==> config.mk <==
export PLATFORM = sky130hd
export DESIGN_NAME = spi_master_flat
export DESIGN_NICKNAME = d
export VERILOG_FILES = /design/src/rtl/spi_master_if.sv /design/src/rtl/spi_master.sv /design/src/flat_wrapper.sv
export SDC_FILE = /design/constraint.sdc
export NUM_CORES = 1
export LEC_CHECK = 0
export ABC_AREA = 1
export BUFFER_PORTS_ARGS = -buffer_cell sky130_fd_sc_hd__buf_4
export CORE_AREA = 2 2 48 68
export CTS_CLUSTER_DIAMETER = 60
export DETAILED_ROUTE_END_ITERATION = 16
export DIE_AREA = 0 0 50 70
export PLACE_DENSITY = 0.8
export RECOVER_POWER = 25
export SLEW_MARGIN = 40
export SYNTH_ARGS = -nofsm -noshare
export SYNTH_HDL_FRONTEND = slang
export SYNTH_SLANG_ARGS = --single-unit
==> constraint.sdc <==
create_clock -name clk -period 2.5 [get_ports clk]
set_input_delay 0.25 -clock clk [delete_from_list [all_inputs] [get_ports clk]]
set_output_delay 0.25 -clock clk [all_outputs]
set_load 0.01 [all_outputs]
==> src/rtl/spi_master_if.sv <==
`default_nettype none
// ============================================================================
// Module  : spi_master_if
// Brief   : Command/response handshake and SPI pin bundle for spi_master.
//           The master modport is the controller view, the slave modport is
//           the host/slave-model view.
// Revision: 1.0  initial release
// ============================================================================
interface spi_master_if;
  logic       cmd_valid;
  logic       cmd_ready;
  logic [1:0] cmd_type;
  logic [7:0] cmd_data;
  logic       rsp_valid;
  logic [7:0] rsp_data;
  logic       busy;
  logic       SS_n;
  logic       MOSI;
  logic       MISO;

  modport master (
    input  cmd_valid, cmd_type, cmd_data, MISO,
    output cmd_ready, rsp_valid, rsp_data, busy, SS_n, MOSI
  );

  modport slave (
    output cmd_valid, cmd_type, cmd_data, MISO,
    input  cmd_ready, rsp_valid, rsp_data, busy, SS_n, MOSI
  );
endinterface
`default_nettype wire

==> src/rtl/spi_master.sv <==
`default_nettype none
// ============================================================================
// Module  : spi_master
// Brief   : Single-frame SPI master. Sends a 10-bit word {cmd_type,cmd_data}
//           preceded by a copy of its top bit; read-data frames then wait
//           RD_WAIT cycles and capture one byte from MISO (MSB first).
//           Optional macro SPI_MASTER_STATS_EN adds the frame_cnt output.
// Revision: 1.0  initial release
// ============================================================================
module spi_master #(
  parameter int RD_WAIT  = 2,
  parameter int IDLE_GAP = 1
) (
  input  logic         clk,
  input  logic         rst,
  spi_master_if.master bus
`ifdef SPI_MASTER_STATS_EN
  ,
  output logic [15:0]  frame_cnt
`endif
);

  typedef enum logic [2:0] {
    ST_IDLE    = 3'd0,
    ST_CMD     = 3'd1,
    ST_SHIFT   = 3'd2,
    ST_WAIT    = 3'd3,
    ST_CAPTURE = 3'd4,
    ST_GAP     = 3'd5
  } state_t;

  // Counters hold "cycles remaining minus one" so each state exits at zero.
  localparam logic [3:0] C_SHIFT_LOAD   = 4'd9;
  localparam logic [3:0] C_WAIT_LOAD    = 4'(RD_WAIT - 1);
  localparam logic [3:0] C_CAPTURE_LOAD = 4'd7;
  localparam logic [3:0] C_GAP_LOAD     = 4'(IDLE_GAP - 1);

  state_t     state_q, state_d;
  logic [3:0] cnt_q, cnt_d;
  logic [9:0] w_q, w_d;
  logic [6:0] shreg_q, shreg_d;
  logic [7:0] rsp_data_q, rsp_data_d;
  logic       rsp_valid_q, rsp_valid_d;
  logic       ss_n_q, ss_n_d;
  logic       mosi_q, mosi_d;
  logic       busy_q, busy_d;
  logic       ready_q, ready_d;

  // Next-state, counter, capture and registered-output computation.
  always_comb begin
    state_d     = state_q;
    cnt_d       = cnt_q;
    w_d         = w_q;
    shreg_d     = shreg_q;
    rsp_data_d  = rsp_data_q;
    rsp_valid_d = 1'b0;

    case (state_q)
      ST_IDLE: begin
        if (bus.cmd_valid) begin
          w_d     = {bus.cmd_type, bus.cmd_data};
          state_d = ST_CMD;
        end
      end
      ST_CMD: begin
        state_d = ST_SHIFT;
        cnt_d   = C_SHIFT_LOAD;
      end
      ST_SHIFT: begin
        if (cnt_q == 4'd0) begin
          if (w_q[9:8] == 2'b11) begin
            state_d = ST_WAIT;
            cnt_d   = C_WAIT_LOAD;
          end else begin
            state_d = ST_GAP;
            cnt_d   = C_GAP_LOAD;
          end
        end else begin
          cnt_d = cnt_q - 4'd1;
        end
      end
      ST_WAIT: begin
        if (cnt_q == 4'd0) begin
          state_d = ST_CAPTURE;
          cnt_d   = C_CAPTURE_LOAD;
        end else begin
          cnt_d = cnt_q - 4'd1;
        end
      end
      ST_CAPTURE: begin
        shreg_d = {shreg_q[5:0], bus.MISO};
        if (cnt_q == 4'd0) begin
          // Publish the whole byte at once, together with the pulse.
          rsp_data_d  = {shreg_q, bus.MISO};
          rsp_valid_d = 1'b1;
          state_d     = ST_GAP;
          cnt_d       = C_GAP_LOAD;
        end else begin
          cnt_d = cnt_q - 4'd1;
        end
      end
      ST_GAP: begin
        if (cnt_q == 4'd0) begin
          state_d = ST_IDLE;
          cnt_d   = 4'd0;
        end else begin
          cnt_d = cnt_q - 4'd1;
        end
      end
      default: begin
        state_d = ST_IDLE;
        cnt_d   = 4'd0;
      end
    endcase

    // Pin values are derived from the state being entered so they register
    // in step with the state itself.
    ss_n_d = 1'b1;
    mosi_d = 1'b0;
    case (state_d)
      ST_CMD: begin
        ss_n_d = 1'b0;
        mosi_d = w_d[9];
      end
      ST_SHIFT: begin
        ss_n_d = 1'b0;
        mosi_d = w_q[cnt_d];
      end
      ST_WAIT, ST_CAPTURE: begin
        ss_n_d = 1'b0;
      end
      default: begin
        ss_n_d = 1'b1;
      end
    endcase
    busy_d  = (state_d != ST_IDLE);
    ready_d = (state_d == ST_IDLE);
  end

  // State and output registers; reset aborts any frame immediately.
  always_ff @(posedge clk or posedge rst) begin
    if (rst) begin
      state_q     <= ST_IDLE;
      cnt_q       <= 4'd0;
      w_q         <= 10'd0;
      shreg_q     <= 7'd0;
      rsp_data_q  <= 8'h00;
      rsp_valid_q <= 1'b0;
      ss_n_q      <= 1'b1;
      mosi_q      <= 1'b0;
      busy_q      <= 1'b0;
      ready_q     <= 1'b1;
    end else begin
      state_q     <= state_d;
      cnt_q       <= cnt_d;
      w_q         <= w_d;
      shreg_q     <= shreg_d;
      rsp_data_q  <= rsp_data_d;
      rsp_valid_q <= rsp_valid_d;
      ss_n_q      <= ss_n_d;
      mosi_q      <= mosi_d;
      busy_q      <= busy_d;
      ready_q     <= ready_d;
    end
  end

  assign bus.cmd_ready = ready_q;
  assign bus.rsp_valid = rsp_valid_q;
  assign bus.rsp_data  = rsp_data_q;
  assign bus.busy      = busy_q;
  assign bus.SS_n      = ss_n_q;
  assign bus.MOSI      = mosi_q;

`ifdef SPI_MASTER_STATS_EN
  logic [15:0] frame_cnt_q, frame_cnt_d;

  // A frame's last SS_n-low cycle is the one whose closing edge enters GAP.
  always_comb begin
    frame_cnt_d = frame_cnt_q;
    if ((state_d == ST_GAP) && (state_q != ST_GAP)) begin
      frame_cnt_d = frame_cnt_q + 16'd1;
    end
  end

  // Frame counter register, wraps naturally at 16 bits.
  always_ff @(posedge clk or posedge rst) begin
    if (rst) begin
      frame_cnt_q <= 16'd0;
    end else begin
      frame_cnt_q <= frame_cnt_d;
    end
  end

  assign frame_cnt = frame_cnt_q;
`endif

endmodule
`default_nettype wire
==> src/flat_wrapper.sv <==
// flat-port wrapper written by rule: the top's interface ports become plain ports
module spi_master_flat 
#(
  parameter int RD_WAIT  = 2,
  parameter int IDLE_GAP = 1
)
  (clk, rst, bus_cmd_valid, bus_cmd_type, bus_cmd_data, bus_MISO, bus_cmd_ready, bus_rsp_valid, bus_rsp_data, bus_busy, bus_SS_n, bus_MOSI);
  spi_master_if bus_i ();
  input  logic clk;
  input  logic rst;
  input wire logic [$bits(bus_i.cmd_valid)-1:0] bus_cmd_valid;
  input wire logic [$bits(bus_i.cmd_type)-1:0] bus_cmd_type;
  input wire logic [$bits(bus_i.cmd_data)-1:0] bus_cmd_data;
  input wire logic [$bits(bus_i.MISO)-1:0] bus_MISO;
  output wire logic [$bits(bus_i.cmd_ready)-1:0] bus_cmd_ready;
  output wire logic [$bits(bus_i.rsp_valid)-1:0] bus_rsp_valid;
  output wire logic [$bits(bus_i.rsp_data)-1:0] bus_rsp_data;
  output wire logic [$bits(bus_i.busy)-1:0] bus_busy;
  output wire logic [$bits(bus_i.SS_n)-1:0] bus_SS_n;
  output wire logic [$bits(bus_i.MOSI)-1:0] bus_MOSI;
  assign bus_i.cmd_valid = bus_cmd_valid;
  assign bus_i.cmd_type = bus_cmd_type;
  assign bus_i.cmd_data = bus_cmd_data;
  assign bus_i.MISO = bus_MISO;
  assign bus_cmd_ready = bus_i.cmd_ready;
  assign bus_rsp_valid = bus_i.rsp_valid;
  assign bus_rsp_data = bus_i.rsp_data;
  assign bus_busy = bus_i.busy;
  assign bus_SS_n = bus_i.SS_n;
  assign bus_MOSI = bus_i.MOSI;
  spi_master #(.RD_WAIT(RD_WAIT), .IDLE_GAP(IDLE_GAP)) u_core (.clk(clk), .rst(rst), .bus(bus_i));
endmodule
After elaboration in Yosys (flattened, before gate mapping)
Index checks and enable logic that the tools add are counted.

storage, ports and cells
  register bits after elaboration = 37
  input port bits = 14
  logic and storage cells = 51

operators by class
  add/sub/neg operators = 1
  order comparisons = 1
  equality and inequality tests = 10
  mux-type cells = 20
  reductions and logical operators = 8

operators with widths
  cell                                                                           number
  10-bit 2-to-1 mux                                                              2
  4-bit one-hot mux with 5 select lines                                          1
  3-bit 2-to-1 mux                                                               6
  3-bit one-hot mux with 6 select lines                                          1
  3-bit by 2-bit == test with 1-bit output (second input constant)               4
  4-bit 2-to-1 mux                                                               3
  3-bit == test (second input constant)                                          3
  3-bit by 1-bit == test with 1-bit output (second input constant)               2
  3-bit logical NOT                                                              2
  4-bit by 5-bit less-than comparator with 1-bit output (second input constant)  1
  1-bit 2-to-1 mux                                                               5
  1-bit binary-select mux with 4-bit select                                      1
  4-bit logical NOT                                                              1
  2-bit AND reduction                                                            2
  4-bit OR reduction                                                             1
  4-bit by 1-bit subtractor with 4-bit output (second input constant)            1
  3-bit nonzero test                                                             1
  2-bit == test (second input constant)                                          1
  1-bit one-hot mux with 2 select lines                                          1
  2-bit OR reduction                                                             1

Logic depth before layout (Yosys ltp)
  word-level depth = 7
  depth in mapped cells = 15
  depth with buffers taken out = 15

Worst setup path after synthesis
OpenSTA, ideal clock, no wires.

  kind = reg-to-reg
  from = register u_core.cnt_q[1]
  to = register u_core.mosi_q, in the netlist u_core.bus.MOSI
  library setup time = 0.065 ns
  arrival = 1.432 ns
  data required time = 2.435 ns
  path slack = 1.004 ns
  stages on the path, launching flop included = 14
  clock period less this slack = 1.496 ns
  path through = dfrtp_1 -> nor2_4 -> nand2_4 -> a21oi_1 -> nand2_1 -> nand2_2 -> nand2_2 -> nand2_1 -> nand3_1 -> nand3_1 -> nand3_1 -> nand2_1 -> nand2_1 -> nand2_1

between the ends
  word-level cells in the longest chain between the ends = 6
  elaborated cells between the ends (all ways) = 16
  classes of those cells = add/sub: 1; eq/ne: 2; mux: 12; reduce/logical: 1

RTL lines
  item                                           RTL line           text
  start, declared                                spi_master.sv:39   logic [3:0] cnt_q, cnt_d;
  start signal, assigned                         spi_master.sv:155  cnt_q <= cnt_d;
  4-bit logical NOT (*)                          n/a
  4-bit 2-to-1 mux (on tied branches)            n/a
  4-bit one-hot mux with 5 select lines (*)      spi_master.sv:58   case (state_q)
  net u_core.cnt_d[0]                            spi_master.sv:39
  1-bit binary-select mux with 4-bit select (*)  spi_master.sv:127  mosi_d = w_q[cnt_d];
  1-bit 2-to-1 mux (implied by the code) (*)     spi_master.sv:127
  1-bit one-hot mux with 2 select lines (*)      spi_master.sv:120  case (state_d)
  net u_core.mosi_d                              spi_master.sv:45   logic mosi_q, mosi_d;
  end signal, assigned                           spi_master.sv:161  mosi_q <= mosi_d;
  end, declared                                  spi_master.sv:45

Mark *: on every way through the listed nets, which the timed path passes. The rest lies on a longest branch. The select of a mux whose other input is x is not followed.
A chain may end at the register's enable or synchronous reset.

Worst setup path in the final report
Same ends and word-level chain as after synthesis.

==> flow_summary.toml <==
[synth]
synth_nets = 213
avgSynthCellArea_um2 = 8.28
yosysSeqAreaShare_pct = 56.3
synth_cell_types = 23
syn_area_um2 = 1650
ys_ff_latch = 37
yosys_warnings = 0
synthesis.instances = 199

[critical_path]
cp_slowest_cell = "dfrtp_1"
crit_top_cell = "nand2_1"
critPathMaxStageDelay_ns = 0.44
critical_path_depth = 13
setup.worst_path.class = "reg -> reg"
arrival_ns = 2.00
critPathTopFamily = "simple AND/OR/NAND/NOR gates"
path_cells = "nor2_4 -> nand2_4 -> a21oi_1 -> nand2_1 -> nand2_2 -> nand2_2 -> nand2_1 -> nand3_1 -> nand3_1 -> nand3_1 -> nand2_1 -> nand2_1 -> nand2_1"
cp-end-kind = "flip-flop"
critPathMaxFanout = 8
timing.critical_path.buf_inv = 0
rr_worst_depth = 13
start_kind = "flip-flop"
cp.required_ns = 2.73

[timing]
setup_tns_ns = 0
fin_crit_sh_pct = 70.8
rsz0062_at_grt = "false"
fin_crit_ns = 1.77
clock_skew_ns = 0.00705
setup_violations = 0
slew_viol_final = 38
fmax_mhz = 565
slew_headroom_pct = -24.7
worst_pin_slew_ns = 1.87
finalWorstSetupSlack_ns = 0.730
hold_viol = 0

[floorplan]
row_count = 24
fp.dieW_um = 50
dieArea_um2 = 3500
chipHeight_um = 70
io_pins = 27
core_um2 = 2970
initial_utilization_pct = 55.4

[placement]
gp_congestion = 0.872
post-dp-hpwl_um = 2170
port_buffers = 26
dp_slack_ns = 0.745
placed_area_um2 = 1890

[finish]
layout.nets = 245
drive_gt1_share_pct = 21.6
layout_commonest_cell = "nand2_1"
syn_to_final_growth_pct = 19.7
multi_input_area_um2 = 583
ff_latch_area_um2 = 928
final_cell_mix = "nand2_1, dfrtp_1, buf_4"
diodes = 0
fill_cells = 250
final_area_um2 = 1970

[drt]
vias = 1305
drcViolationCount = 0
wl_per_cell_um = 10.7
routed_wl_um = 2900
ant_nets = 0
drtIter0Drc = 40
vias_per_cell = 4.82
dr.pass1.iters = 4

[power_and_ir_drop]
power_density_nw_per_um2 = 1250
p_leak_nw = 1.03
total_power_w = 0.00247
vdd_drop_max_v = 0.000670

[outcome]
status = "finished with violations"
violations = "capacitance limit, slew limit"

[clock_tree]
cts_buffer_depth = 2
cts_made_buffers = 5
htree_num_levels = 2
cts_setup_buffers = 0
hold_buffers = 0
clockRootBuffer = "clkbuf_8"
cts_tree = "yes"
clk_pin_slew_ns = 0.07
clkLatencyLatePin_ns = 0.29
clock-sinks = 37
cts-resized-gates = 0

[global_routing]
overflow = 0
antenna_found_initial = 0
first_global_vias = 1208
grt.total_usage_pct = 19.9
grt_start_max_net_pins = 38
grt_pass1_wl_um = 5180

[flow_run]
maxCapViolCount = 1

[hold_path]
min_path_type = "in -> reg"
min_path_cells = 3
flip-flops by register name, indices dropped and copies added (netlist names):
register	flops
u_core.bus.cmd_ready	1
u_core.bus.busy	1
u_core.bus.rsp_data	8
u_core.shreg_q	7
u_core.cnt_q	4
u_core.bus.MOSI	1
u_core.bus.rsp_valid	1
u_core.w_q	10
u_core.bus.SS_n	1
u_core.state_q	3
power by group:
group	switching, W	internal (W)
clock network	0.000205	0.000193
logic	0.000695	0.000406
registers	0.000128	0.000848
logic make-up after synthesis:
family                 synth area share, %
AND/OR/NAND/NOR                       24.0
buffers and inverters                 8.28
XOR/XNOR                             0.532
AO/OA/AOI/OAI                         10.9
flip-flops                            56.3
worst reg2reg max path, delay by kind of cell, from the launching register on:
family             cells  cell delay (ns)
DFF                    1             0.44
AOI/OAI and AO/OA      1             0.14
and+or+nand+nor       12             1.15
Yosys cell counts:
master	instances	share of area, %
nand2_1	60	14
dfrtp_1	35	53
inv_1	25	5.7
o21ai_0	20	6.1
nand3_1	12	3.6
nor2_1	10	2.3
o21ai_1	9	2.7
inv_2	7	1.6
a21oi_1	2	0.61
clkbuf_1	2	0.46
dfstp_2	2	3.2
nand2_2	2	0.76
nand3b_1	2	0.91
nor2_4	2	1.4
a21oi_2	1	0.53
a31oi_1	1	0.38
buf_2	1	0.30
clkinv_1	1	0.23
nand2_4	1	0.68
nor2_2	1	0.38
nor3_1	1	0.30
o2111ai_1	1	0.53
xor2_1	1	0.53
metrics by stage:
step | hold WS, ns | util, % | cells
detailed placement | 0.388 | 63.7 | 263
CTS | 0.0659 | 66.5 | 271
global route | 0.150 | 66.4 | 271
global placement | 0.385 | 63.7 | 263
floorplan | 0.360 | - | 199
finish | 0.150 | 66.4 | 271
worst paths after layout:
path	slack, ns	end	startpoint
worst max-delay path	0.73	u_core.bus.MOSI	u_core.cnt_q[1]
worst min-delay path	0.15	u_core.w_q[8]	bus_cmd_type[0]
worst max register to register	0.73	u_core.bus.MOSI	u_core.cnt_q[1]
worst min register to register	0.48	u_core.bus.rsp_data[0]	u_core.bus.rsp_data[0]
max in group asynchronous	0.80	u_core.state_q[2]	rst
min in group asynchronous	0.62	u_core.shreg_q[3]	rst
metal layers:
metal	GRT usage, %	vias to the layer above	wire length, um
li1	-	684	-
met1	22.2	586	1190
met2	34.2	30	1510
met3	5.77	5	135
met4	9.26	0	64
met5	0	-	0
cell type report:
class,count,share of cell area (%)
flip-flops and latches,37,47.1
multi-input cells,126,29.5
repair buffers,28,10.5
inverters,33,6.28
clock buffers,6,3.68
well taps,39,2.47
clock inverters,2,0.507
Note: power is estimated with default switching activity, not from simulation.
